--- src/rtl/garbage_sender_pkg.sv ---
// garbage_sender_pkg: definitions shared by the garbage sender and the board
// controllers it talks to.
//   MODE_*       opponent board mode encodings (MODE_BITS wide)
//   BITS_Y_POS   width of row-count values such as get_line
//   BLOCKS_ROW   board width in columns
//   send_state_t sender FSM states (SEND_IDLE, SEND_REQ, SEND_BUSY)
package garbage_sender_pkg;

  localparam int MODE_BITS  = 3;
  localparam int BITS_Y_POS = 5;
  localparam int BLOCKS_ROW = 10;

  localparam logic [MODE_BITS-1:0] MODE_IDLE  = 3'd0;
  localparam logic [MODE_BITS-1:0] MODE_PLAY  = 3'd1;
  localparam logic [MODE_BITS-1:0] MODE_PAUSE = 3'd2;
  localparam logic [MODE_BITS-1:0] MODE_DROP  = 3'd3;
  localparam logic [MODE_BITS-1:0] MODE_SHIFT = 3'd4;
  localparam logic [MODE_BITS-1:0] MODE_GET   = 3'd5;
  localparam logic [MODE_BITS-1:0] MODE_CLEAR = 3'd6;

  typedef enum logic [1:0] {
    SEND_IDLE = 2'd0,
    SEND_REQ  = 2'd1,
    SEND_BUSY = 2'd2
  } send_state_t;

endpackage

--- src/rtl/garbage_sender_if.sv ---
// garbage_sender_if: attack link between a garbage sender and the opponent's
// board controller.
//   send_en  sender -> board : attack request (acts as "valid")
//   bomb_pos sender -> board : hole column, stable while send_en is high
//   get_line sender -> board : garbage rows currently on the opponent board
//   opp_mode board -> sender : opponent mode, the handshake return path
// Handshake: send_en is a valid that, once raised, stays high with bomb_pos
// held until the board answers with opp_mode == MODE_GET (the "ready"); the
// attack transfers in that cycle. The sender then waits for MODE_PLAY before
// it may raise send_en again, so one attack at most is ever in flight.
interface garbage_sender_if;
  import garbage_sender_pkg::*;

  logic                  send_en;
  logic [3:0]            bomb_pos;
  logic [BITS_Y_POS-1:0] get_line;
  logic [MODE_BITS-1:0]  opp_mode;

  modport master (output send_en, output bomb_pos, output get_line, input opp_mode);
  modport slave  (input send_en, input bomb_pos, input get_line, output opp_mode);
endinterface

--- src/rtl/garbage_sender_bomb_lfsr.sv ---
// bomb_lfsr: free-running 4-bit LFSR (x^4 + x^3 + 1) folded into a column
// index for the garbage hole.
//   clk  system clock
//   rst  asynchronous active-low reset (LFSR reloads LFSR_SEED)
//   col  candidate column, always in 0..BLOCKS_ROW-1
module bomb_lfsr #(
  parameter int         BLOCKS_ROW = 10,
  parameter logic [3:0] LFSR_SEED  = 4'b1011
) (
  input  logic       clk,
  input  logic       rst,
  output logic [3:0] col
);

  localparam logic [4:0] BR1 = 5'(BLOCKS_ROW);
  localparam logic [4:0] BR2 = 5'(2 * BLOCKS_ROW);

  logic [3:0] lfsr;
  logic [4:0] val;
  logic [4:0] sub1;
  logic [4:0] sub2;

  // A non-zero seed keeps the register out of the all-zero lock-up state.
  always_ff @(posedge clk or negedge rst) begin
    if (!rst) lfsr <= LFSR_SEED;
    else      lfsr <= {lfsr[2:0], lfsr[3] ^ lfsr[2]};
  end

  assign val  = {1'b0, lfsr};
  assign sub1 = val - BR1;
  assign sub2 = val - BR2;

  // Subtract the width once, then once more for narrow boards; anything
  // still out of range falls back to column 0.
  always_comb begin
    col = 4'd0;
    if (val < BR1)                    col = lfsr;
    else if (sub1 < BR1)              col = sub1[3:0];
    else if (val >= BR2 && sub2 < BR1) col = sub2[3:0];
  end

endmodule

--- src/rtl/garbage_sender.sv ---
// garbage_sender: counts rows cleared on the local board and delivers each as
// a garbage row to the opponent board controller.
//   clk           system clock (shared with the board controllers)
//   rst           asynchronous active-low reset
//   clr           synchronous clear (time_up | state_rst), overrides all else
//   remove_row_en local row-complete request, level; rising edge = one row
//   bus           master side of the attack link (send_en/bomb_pos/get_line
//                 out, opp_mode in)
//   pending       queued attacks not yet sent
//   state         current FSM state, exported for observation
module garbage_sender
  import garbage_sender_pkg::*;
#(
  parameter int         BLOCKS_ROW  = garbage_sender_pkg::BLOCKS_ROW,
  parameter int         QUEUE_DEPTH = 7,
  parameter int         MAX_LINES   = 8,
  parameter logic [3:0] LFSR_SEED   = 4'b1011
) (
  input  logic              clk,
  input  logic              rst,
  input  logic              clr,
  input  logic              remove_row_en,
  garbage_sender_if.master  bus,
  output logic [2:0]        pending,
  output send_state_t       state
);

  localparam logic [2:0]            DEPTH = 3'(QUEUE_DEPTH);
  localparam logic [BITS_Y_POS-1:0] LIMIT = BITS_Y_POS'(MAX_LINES);

  send_state_t          next_state;
  logic                 row_q;
  logic [MODE_BITS-1:0] mode_q;
  logic [3:0]           col;
  logic                 row_event;
  logic                 ack;
  logic                 clear_entry;

  bomb_lfsr #(.BLOCKS_ROW(BLOCKS_ROW), .LFSR_SEED(LFSR_SEED)) u_lfsr (
    .clk (clk),
    .rst (rst),
    .col (col)
  );

  assign row_event   = remove_row_en & ~row_q;
  assign ack         = (state == SEND_REQ) && (bus.opp_mode == MODE_GET);
  assign clear_entry = (bus.opp_mode == MODE_CLEAR) && (mode_q != MODE_CLEAR);

  always_comb begin
    next_state = state;
    case (state)
      SEND_IDLE: if (pending != 3'd0 && bus.get_line < LIMIT) next_state = SEND_REQ;
      SEND_REQ:  if (bus.opp_mode == MODE_GET)                next_state = SEND_BUSY;
      SEND_BUSY: if (bus.opp_mode == MODE_PLAY)               next_state = SEND_IDLE;
      default:                                                next_state = SEND_IDLE;
    endcase
  end

  always_ff @(posedge clk or negedge rst) begin
    if (!rst)     state <= SEND_IDLE;
    else if (clr) state <= SEND_IDLE;
    else          state <= next_state;
  end

  // Edge detector and previous-mode register run through clr.
  always_ff @(posedge clk or negedge rst) begin
    if (!rst) begin
      row_q  <= 1'b0;
      mode_q <= MODE_IDLE;
    end else begin
      row_q  <= remove_row_en;
      mode_q <= bus.opp_mode;
    end
  end

  // send_en mirrors the registered state so it is glitch-free at the board.
  always_ff @(posedge clk or negedge rst) begin
    if (!rst) begin
      bus.send_en  <= 1'b0;
      bus.bomb_pos <= 4'd0;
    end else if (clr) begin
      bus.send_en  <= 1'b0;
    end else begin
      bus.send_en <= (next_state == SEND_REQ);
      if (state == SEND_IDLE && next_state == SEND_REQ) bus.bomb_pos <= col;
    end
  end

  always_ff @(posedge clk or negedge rst) begin
    if (!rst)                              pending <= 3'd0;
    else if (clr)                          pending <= 3'd0;
    else if (row_event && ack)             pending <= pending;
    else if (row_event && pending < DEPTH) pending <= pending + 3'd1;
    else if (ack)                          pending <= pending - 3'd1;
  end

  // An acknowledge and a MODE_CLEAR entry in the same cycle cancel out.
  always_ff @(posedge clk or negedge rst) begin
    if (!rst)     bus.get_line <= '0;
    else if (clr) bus.get_line <= '0;
    else if (ack && !clear_entry) bus.get_line <= bus.get_line + 1'b1;
    else if (!ack && clear_entry && bus.get_line != '0)
      bus.get_line <= bus.get_line - 1'b1;
  end

endmodule

--- src/flat_wrapper.sv ---
// flat-port wrapper written by rule: the top's interface ports become plain ports
module garbage_sender_flat import garbage_sender_pkg::*;
#(
  parameter int         BLOCKS_ROW  = garbage_sender_pkg::BLOCKS_ROW,
  parameter int         QUEUE_DEPTH = 7,
  parameter int         MAX_LINES   = 8,
  parameter logic [3:0] LFSR_SEED   = 4'b1011
)
  (clk, rst, clr, remove_row_en, pending, state, bus_send_en, bus_bomb_pos, bus_get_line, bus_opp_mode);
  garbage_sender_if bus_i ();
  input  logic clk;
  input  logic rst;
  input  logic clr;
  input  logic remove_row_en;
  output logic [2:0] pending;
  output send_state_t state;
  output wire logic [$bits(bus_i.send_en)-1:0] bus_send_en;
  output wire logic [$bits(bus_i.bomb_pos)-1:0] bus_bomb_pos;
  output wire logic [$bits(bus_i.get_line)-1:0] bus_get_line;
  input wire logic [$bits(bus_i.opp_mode)-1:0] bus_opp_mode;
  assign bus_send_en = bus_i.send_en;
  assign bus_bomb_pos = bus_i.bomb_pos;
  assign bus_get_line = bus_i.get_line;
  assign bus_i.opp_mode = bus_opp_mode;
  garbage_sender #(.BLOCKS_ROW(BLOCKS_ROW), .QUEUE_DEPTH(QUEUE_DEPTH), .MAX_LINES(MAX_LINES), .LFSR_SEED(LFSR_SEED)) u_core (.clk(clk), .rst(rst), .clr(clr), .remove_row_en(remove_row_en), .bus(bus_i), .pending(pending), .state(state));
endmodule
--- config.mk ---
export PLATFORM = sky130hd
export DESIGN_NAME = garbage_sender_flat
export DESIGN_NICKNAME = d
export VERILOG_FILES = /design/src/rtl/garbage_sender_pkg.sv /design/src/rtl/garbage_sender_if.sv /design/src/rtl/garbage_sender_bomb_lfsr.sv /design/src/rtl/garbage_sender.sv /design/src/flat_wrapper.sv
export SDC_FILE = /design/constraint.sdc
export NUM_CORES = 1
export LEC_CHECK = 0
export BUFFER_PORTS_ARGS = -buffer_cell sky130_fd_sc_hd__buf_2
export CORE_AREA = 2 2 47 54
export CTS_CLUSTER_SIZE = 20
export DETAILED_ROUTE_END_ITERATION = 16
export DIE_AREA = 0 0 49 56
export GPL_TIMING_DRIVEN = 0
export PLACE_DENSITY = 0.87
export SLEW_MARGIN = 20
export SYNTH_ARGS = -nofsm -noshare
export SYNTH_HDL_FRONTEND = slang
export SYNTH_SLANG_ARGS = --single-unit
--- constraint.sdc ---
create_clock -name clk -period 3.8 [get_ports clk]
set_input_delay 0.76 -clock clk [delete_from_list [all_inputs] [get_ports clk]]
set_output_delay 0.76 -clock clk [all_outputs]
set_load 0.005 [all_outputs]
; Word level (Yosys, flattened, before mapping)
; Cells that the tools add are included.
; Widths: inputs -> output; s select.
[classes]
add_sub_neg = 6
bitwise_logic = 4
reduce_logical = 19
n_mux = 16
n_lt_le_gt_ge = 6
eq_ne = 8
[op_table]
columns = op, count
row1 = $lt 5x4->1 const B, 3
row2 = $mux 5, 3
row3 = $mux 3, 4
row4 = $mux 4, 3
row5 = $logic_and 1x1->1, 10
row6 = $reduce_bool 3->1, 3
row7 = $mux 2, 4
row8 = $eq 3x3->1 const B, 2
row9 = $pmux 2 s3, 1
row10 = $add 5x1->5 const B, 1
row11 = $ge 4x5->1 const B, 1
row12 = $reduce_bool 5->1, 1
row13 = $sub 4x4->5 const B, 1
row14 = $sub 4x5->5 const B, 1
row15 = $sub 5x1->5 const B, 1
row16 = $eq 2x1->1 const B, 2
row17 = $lt 4x4->1 const B, 1
row18 = $reduce_and 2->1, 2
row19 = $add 3x1->3 const B, 1
row20 = $eq 3x1->1 const B, 1
row21 = $lt 3x3->1 const B, 1
row22 = $ne 3x3->1 const B, 1
row23 = $sub 3x1->3 const B, 1
row24 = $eq 2x2->1 const B, 1
row25 = 7 further kinds, 9
[totals]
output_inout_bits = 15
ff_bits = 23
input_bits = 7

; Depth between registers and ports, before layout
; Gate-level depths: netlist of the first run.
[depth]
ltp_word = 8
ltp_mapped = 9

; Modules after synthesis
; A second synthesis of the first run with hierarchy kept.
[unflattened]
hier_cells = 108
hier_area_um2 = 1237.4
[modules_own_cells]
columns = mod, n_inst, area_per_inst_um2, cells_each
row1 = garbage_sender, 1, 983.4, 85
row2 = bomb_lfsr, 1, 254.0, 23

; Least setup slack after synthesis of the first run
; No wires, ideal clock.
[synth_timing]
kind = in2reg
startpoint = input port bus_opp_mode[1]
endpoint = register u_core.bus.get_line[4]
setup_ps = 135
t_arrival_ps = 2514
slack_ps = 1151
path_stages = 9
required_time_ps = 3665
cell_sequence = nand2b_4 or3_1 buf_6 fa_1 a21o_1 a21oi_1 nor3b_1 o21a_1 nor3_1
[synth_between]
elab_chain_cells = 6
[synth_lines]
columns = item, line
row1 = "start, declared", flat_wrapper.sv:20  ; input wire logic [$bits(bus_i.opp_mode)-1:0] bus_opp_mode;
row2 = $eq 3x3->1 (on tied branches), "garbage_sender.sv:47, garbage_sender.sv:46"
row3 = $logic_and 1x1->1 (on tied branches), "garbage_sender.sv:47, garbage_sender.sv:46"
row4 = $logic_not 1->1 (on tied branches), "garbage_sender.sv:101, garbage_sender.sv:102"
row5 = $logic_and 1x1->1 (on tied branches), "garbage_sender.sv:101, garbage_sender.sv:102"
row6 = $mux 5 / $logic_and 1x1->1 (equally long branches), "garbage_sender.sv:101, garbage_sender.sv:102"
row7 = $mux 5 / $reduce_bool 3->1 (equally long branches), n/a
row8 = "end signal, assigned", garbage_sender.sv:101  ; else if (ack && !clear_entry) bus.get_line <= bus.get_line + 1'b1;
row9 = "end signal, assigned", garbage_sender.sv:103  ; bus.get_line <= bus.get_line - 1'b1;
row10 = "end, declared", garbage_sender_if.sv:19  ; modport master (output send_en, output bomb_pos, output get_line, input opp_mode);
; Several ways; a longest one is shown, not always the timed one.
; A chain may end at the register's enable or synchronous reset.

; Worst setup path in the final report of the first run
; Ends and elaborated chain as after synthesis.

==> qor.yml, run 1 <==
outcome:
  status: "finished clean"
power_and_ir_drop:
  p_per_area_mw_per_mm2: 352
  comb_power_share_pct: 21.6
  clock_power_share_pct: 21.8
  swShare_pct: 28.2
  internal_power_mw: 0.354
  p_total_mw: 0.493
  seq_power_share_pct: 56.6
  p_leak_nw: 0.691
  p_switching_mw: 0.139
  max-vdd-ir-drop_v: 0.000199
yosys:
  ys_seq_area_share_pct: 47.0
  synth_cell_types: 35
  synth_top_cell_area_share_pct: 40.6
  ys_ff_latch: 23
  synthArstFlopShare_pct: 100
  syn-num-nets: 130
  synth.most_common_cell: "dfrtp_1"
  synthCells: 111
  synth_top_cells_by_area: "dfrtp_1, ha_1, dfstp_2"
  synth-edff-count: 0
  yosysTopAreaCell: "dfrtp_1"
  syn_avg_cell_area_um2: 11.1
  synth-main-ff-cell: "dfrtp_1"
  yosys_warnings: 0
  yosys-top-cells-count: "dfrtp_1, ha_1, inv_1, nor2_1, nand2_1"
  syn_area_mm2: 0.00123
grt:
  antenna_found_initial: 0
  grt_pass1_vias: 961
  grt_max_degree: 24
  grt_use_total_pct: 18.7
  grt_pass1_wl_um: 4070
  gr-total-overflow: 0
setup_path:
  startpoint_type: "input port"
  critPathKind: "in2reg"
  startpoint: "bus_opp_mode[1]"
  worstPathArrival_ns: 2.86
  critPathMaxFanout: 11
  rr_worst_depth: 8
  rr_endpoint: "u_core.bus.get_line[4]"
  critPathRequiredTime_ns: 4.02
  endpoint_kind: "register"
  reg2reg_from: "u_core.state[1]"
  reg2reg_setup_slack_ns: 1.38
sta:
  worstMarginPinSlew_ns: 0.575
  setup_viol: 0
  period_minus_slack_ns: 2.64
  slew_viol_final: 0
  hold_viol: 0
  rsz0062_at_grt: "no"
  finalCritPeriodShare_pct: 69.5
  fmax_ghz: 0.379
  holdWs_ns: 0.374
  setup_tns_ns: 0
  fin_ws_ns: 1.16
  slew_headroom_pct: 61.3
  skew_ns: 0.00310
layout:
  fin_nets: 156
  final_cells: 166
  area_delta_synth_final_pct: 13.7
  drive_above_1_share_pct: 27.2
  antennaDiodeCount: 0
cts:
  cts_hold_buf: 0
  cts.clk_slew.worst_paths_ns: 0.11
  cts.htree.levels: 1
  cts_tree: "done"
  postCtsSetupBuffers: 0
  clock_path_buffers: 2
  cts_buffers: 3
  cts_resized: 0
  cts.sinks: 23
  clock_latency_ns: 0.30
  ctsRootBufferMaster: "clkbuf_4"
route:
  vias_per_cell: 5.44
  dr.pass1.iters: 4
  vias: 903
  ant_nets: 0
  wl_um: 2290
  wire_per_inst_um: 13.8
  drtIter0Drc: 9
  drc_errors: 0
flow_run:
  cap_violations: 0
floorplan:
  die_x_um: 49
  die_area_mm2: 0.00274
  num_rows: 18
  ios: 22
  start_util_pct: 56.5
  die_y_um: 56
  core_area_mm2: 0.00218
placement:
  numPortBuffers: 21
  dp_hpwl_um: 1830
  dp.cells: 162
  dp_slack_ns: 0.823
  gpl.final_weighted_congestion: 0.720
min_path:
  hold_depth: 0
  holdPathEnd: "u_core.u_lfsr.lfsr[1]"
  hp-class: "reg2reg"
  min-delay-start: "u_core.u_lfsr.lfsr[0]"
## worst max-delay path by stage
stage	end	slack, ns	cells past startpoint
global route	u_core.bus.get_line[4]	1.04	10
floorplan	u_core.bus.get_line[4]	1.15	9
detailed placement	u_core.bus.get_line[4]	0.82	10
finish	u_core.bus.get_line[4]	1.16	10
CTS	u_core.bus.get_line[4]	1.15	10
global placement	u_core.bus.get_line[4]	0.92	10
## state kept, by name (all words and copies together) (netlist names)
| register | flops |
|---|---|
| u_core.mode_q | 3 |
| u_core.bus.get_line | 5 |
| u_core.row_q | 1 |
| u_core.pending | 3 |
| u_core.state | 2 |
| u_core.bus.send_en | 1 |
| u_core.u_lfsr.lfsr | 4 |
| u_core.bus.bomb_pos | 4 |
## cell families after synthesis
family | share of synthesized area (%)
flip-flops | 47.0
XOR/XNOR | 2.84
multiplexers | 6.90
AO/OA/AOI/OAI | 11.1
adder cells (fa/ha/maj) | 13.4
buffers and inverters | 4.26
AND/OR/NAND/NOR | 14.6
## power by group through the flow
stage / registers, mW / logic [mW] / clock network (mW)
after floorplan: 0.284 / 0.0667 / 0
after global placement: 0.283 / 0.103 / 0
after detailed placement: 0.283 / 0.108 / 0
after CTS: 0.279 / 0.109 / 0.111
after global routing: 0.282 / 0.123 / 0.124
final: 0.279 / 0.107 / 0.108
## critical path: stages
cell	delay (ns)
buf_2	0.11
nand2b_4	0.14
or3_1	0.36
buf_6	0.17
fa_1	0.42
a21o_1	0.20
a21oi_1	0.17
nor3b_1	0.29
nor3_1	0.07
nor3_1	0.17
## stage by stage
stage               util [%]  instance area (um^2)
floorplan                  -                  1230
global placement        63.0                  1380
detailed placement      63.0                  1380
CTS                     64.2                  1400
global route            64.2                  1400
finish                  64.2                  1400
## metal layers
layer / vias up / wire (um) / global-route usage (%)
met5: - / 0 / 0
met4: 0 / 31 / 6.12
met3: 5 / 69 / 2.69
met2: 18 / 1260 / 36.8
met1: 447 / 930 / 19.9
li1: 433 / - / -
## area by class of cell
cell class                      count  area (um^2)
Buffer                              2         15.0
Multi-Input combinational cell     76          602
Tap cell                           30         37.5
Clock buffer                        4         26.3
Fill cell                         180          782
Timing Repair Buffer               21          105
Sequential cell                    23          579
Inverter                           10         37.5
## layout by cell type, fill, tap and decap left out, drive strengths merged, types with 3 or more instances in the layout
master  synthesis  final
ha             10     10
xnor2           3      3
a21oi           6      6
o21ai           5      5
nand3           3      3
nand2           7      7
mux2i           5      5
nor2           10     10
clkbuf          1      5
dfstp           3      3
inv            10     10
buf             1     22
dfrtp          20     20
Note: power is estimated with default switching activity, not from simulation.
==> inputs of run 2 (changes only) <==
--- a/config.mk
+++ b/config.mk
@@ -6,12 +6,12 @@
 export NUM_CORES = 1
 export LEC_CHECK = 0
 export BUFFER_PORTS_ARGS = -buffer_cell sky130_fd_sc_hd__buf_2
-export CORE_AREA = 2 2 47 54
+export CORE_AREA = 2 2 51 58
 export CTS_CLUSTER_SIZE = 20
 export DETAILED_ROUTE_END_ITERATION = 16
-export DIE_AREA = 0 0 49 56
+export DIE_AREA = 0 0 53 60
 export GPL_TIMING_DRIVEN = 0
-export PLACE_DENSITY = 0.87
+export PLACE_DENSITY = 0.79
 export SLEW_MARGIN = 20
 export SYNTH_ARGS = -nofsm -noshare
 export SYNTH_HDL_FRONTEND = slang
==> constraint.sdc (replaced) <==
create_clock -name clk -period 2.38 [get_ports clk]
set_input_delay 0.476 -clock clk [delete_from_list [all_inputs] [get_ports clk]]
set_output_delay 0.476 -clock clk [all_outputs]
set_load 0.005 [all_outputs]
==> run 2 against run 1 <==
- clock power grew 75%
- sequential share of layout area shrank 0.88 points
- cell count grew 2.4%
- critical path type is now reg2reg
- combinational power grew 71%
- critical endpoint unchanged
- die area grew 16%
- worst hold slack lost 0.27 ns
- register-to-register slack lost 1.2 ns
- wire length grew 3.7%
- clock skew grew 0.0036 ns
- via count shrank 1.9%
- critical path depth shrank 1
==> qor.yml, run 2 (synthesized netlist as in run 1, its figures left out) <==
cts:
  cts.htree.levels: 1  # unchanged
  ctsRootBufferMaster: "clkbuf_4"
  cts_hold_buf: 0  # unchanged
  cts.clk_slew.worst_paths_ns: 0.14  # +0.03 ns
  cts_tree: "done"
  cts.sinks: 23  # unchanged
  clock_path_buffers: 2  # unchanged
  clock_latency_ns: 0.32  # +0.02 ns
  cts_buffers: 3  # unchanged
layout:
  antennaDiodeCount: 0  # unchanged
  top_regs: "u_core.bus.get_line x5, u_core.bus.bomb_pos x4, u_core.u_lfsr.lfsr x4"
  area_delta_synth_final_pct: 16.4
  final_cell_mix: "buf_2, dfrtp_1, inv_1, nor2_1, ha_1"
  drive_above_1_share_pct: 31.4  # +4.2 points
  largest_reg_flops: 5  # unchanged
  top_register: "u_core.bus.get_line"
  final_util_pct: 54.7  # -9.5 points
  fin_nets: 157  # +0.64%
  final_common_cell: "buf_2"
grt:
  grt_max_degree: 24  # unchanged
  antenna_found_initial: 0  # unchanged
  grt_pass1_vias: 892  # -7.2%
  grt_pass1_wl_um: 4040  # -0.69%
  grt_use_total_pct: 17.5  # -1.2 points
  gr-total-overflow: 0  # unchanged
floorplan:
  start_util_pct: 47.0  # -9.5 points
  core_area_mm2: 0.00263  # +20%
  die_y_um: 60  # +7.1%
  die_x_um: 53  # +8.2%
  die_area_mm2: 0.00318  # +16%
  num_rows: 20  # +2
  ios: 22  # unchanged
flow_run:
  cap_violations: 0  # unchanged
sta:
  period_minus_slack_ns: 2.22
  hold_viol: 0  # unchanged
  setup_viol: 0  # unchanged
  slew_viol_final: 0  # unchanged
  holdWs_ns: 0.102  # -0.271 ns
  rsz0062_at_grt: "no"
  fmax_ghz: 0.450
  worstMarginPinSlew_ns: 0.803  # +0.227 ns
  finalCritPeriodShare_pct: 93.4
  slew_headroom_pct: 45.7  # -16 points
  skew_ns: 0.00668  # +0.00358 ns
route:
  vias_per_cell: 5.21  # -4.2%
  wl_um: 2370  # +3.7%
  dr.pass1.iters: 4  # unchanged
  ant_nets: 0  # unchanged
  wire_per_inst_um: 13.9  # +1.2%
  vias: 886  # -1.9%
  drtIter0Drc: 10  # +1
  drc_errors: 0  # unchanged
setup_path:
  path_buf_inv: 1  # -1
  slowest_delay_ns: 0.42  # about the same
  critPathMaxFanout: 11  # unchanged
  startpoint_type: "register"
  critPathRequiredTime_ns: 2.63  # -1.39 ns
  critPathSlowestCell: "dfrtp_1"
  worstPathArrival_ns: 2.47  # -0.39 ns
  crit_path_frequent_cell: "nor3_1"
  critPathKind: "reg2reg"
  crit_chain: "nand2_1 -> or3_1 -> buf_6 -> fa_2 -> a21o_1 -> a21oi_2 -> nor3b_4 -> nor3_1 -> nor3_1"
  cp_top_family: "simple AND/OR/NAND/NOR gates"
  endpoint_kind: "register"
placement:
  dp_hpwl_um: 1830  # +0.45%
  gpl.final_weighted_congestion: 0.719  # about the same
  numPortBuffers: 21  # unchanged
power_and_ir_drop:
  p_per_area_mw_per_mm2: 569  # +62%
  max-vdd-ir-drop_v: 0.000294  # +48%
  p_leak_nw: 0.697  # +0.97%
  p_total_mw: 0.818  # +66%
outcome:
  status: "finished clean"
min_path:
  hp-class: "in2async"
==> run 2: changes by cell type in the layout (fill, tap and decap cells not counted), sizes merged <==
cell and change:
buf +1, clkbuf -1, clkinvlp +1
==> run 2: repair_timing <==
action,in CTS,in global routing
setup buffers,0,1
gates resized for setup,1,4
endpoints found under the setup margin,1,1
==> run 2: routing by layer <==
metal  vias up  wire length (um)  track usage, %
met3         2                88            2.75
met5         -                 0               0
met4         0                11            5.49
li1        435                 -               -
met1       431               967            20.4
met2        18              1300            32.5
==> run 2: final timing paths <==
check / start / endpoint / slack, ns / cells after the start
worst min-delay path: rst / u_core.mode_q[0] / 0.10 / 1
worst max register to register: u_core.state[0] / u_core.bus.get_line[4] / 0.16 / 9
worst max-delay path: u_core.state[0] / u_core.bus.get_line[4] / 0.16 / 9
min in group clk: bus_opp_mode[1] / u_core.mode_q[1] / 0.29 / 1
max in group asynchronous: rst / u_core.state[1] / 1.92 / 1
worst min register to register: u_core.u_lfsr.lfsr[0] / u_core.u_lfsr.lfsr[1] / 0.38 / 0
==> run 2: cell type report <==
type | instances | area, um^2
Buffer | 2 | 15.0
Clock buffer | 3 | 22.5
Clock inverter | 1 | 7.51
Fill cell | 253 | 1190
Inverter | 10 | 37.5
Multi-Input combinational cell | 76 | 619
Sequential cell | 23 | 581
Tap cell | 33 | 41.3
Timing Repair Buffer | 22 | 113
==> run 2: where the power goes <==
part           switching (mW)  internal (mW)  leakage [nW]
sequential             0.0255          0.420         0.293
clock                   0.125         0.0642        0.0139
combinational          0.0979         0.0851         0.390
==> run 2: metrics by stage <==
stage	area, um^2	setup TNS (ns)	std cells	worst slack (ns)
after floorplan	1230	0	111	0.0148
after global placement	1380	-0.228	165	-0.228
after detailed placement	1380	-0.275	165	-0.275
after CTS	1420	0	169	0.0285
after global routing	1440	0	170	0.00480
final	1440	0	170	0.157
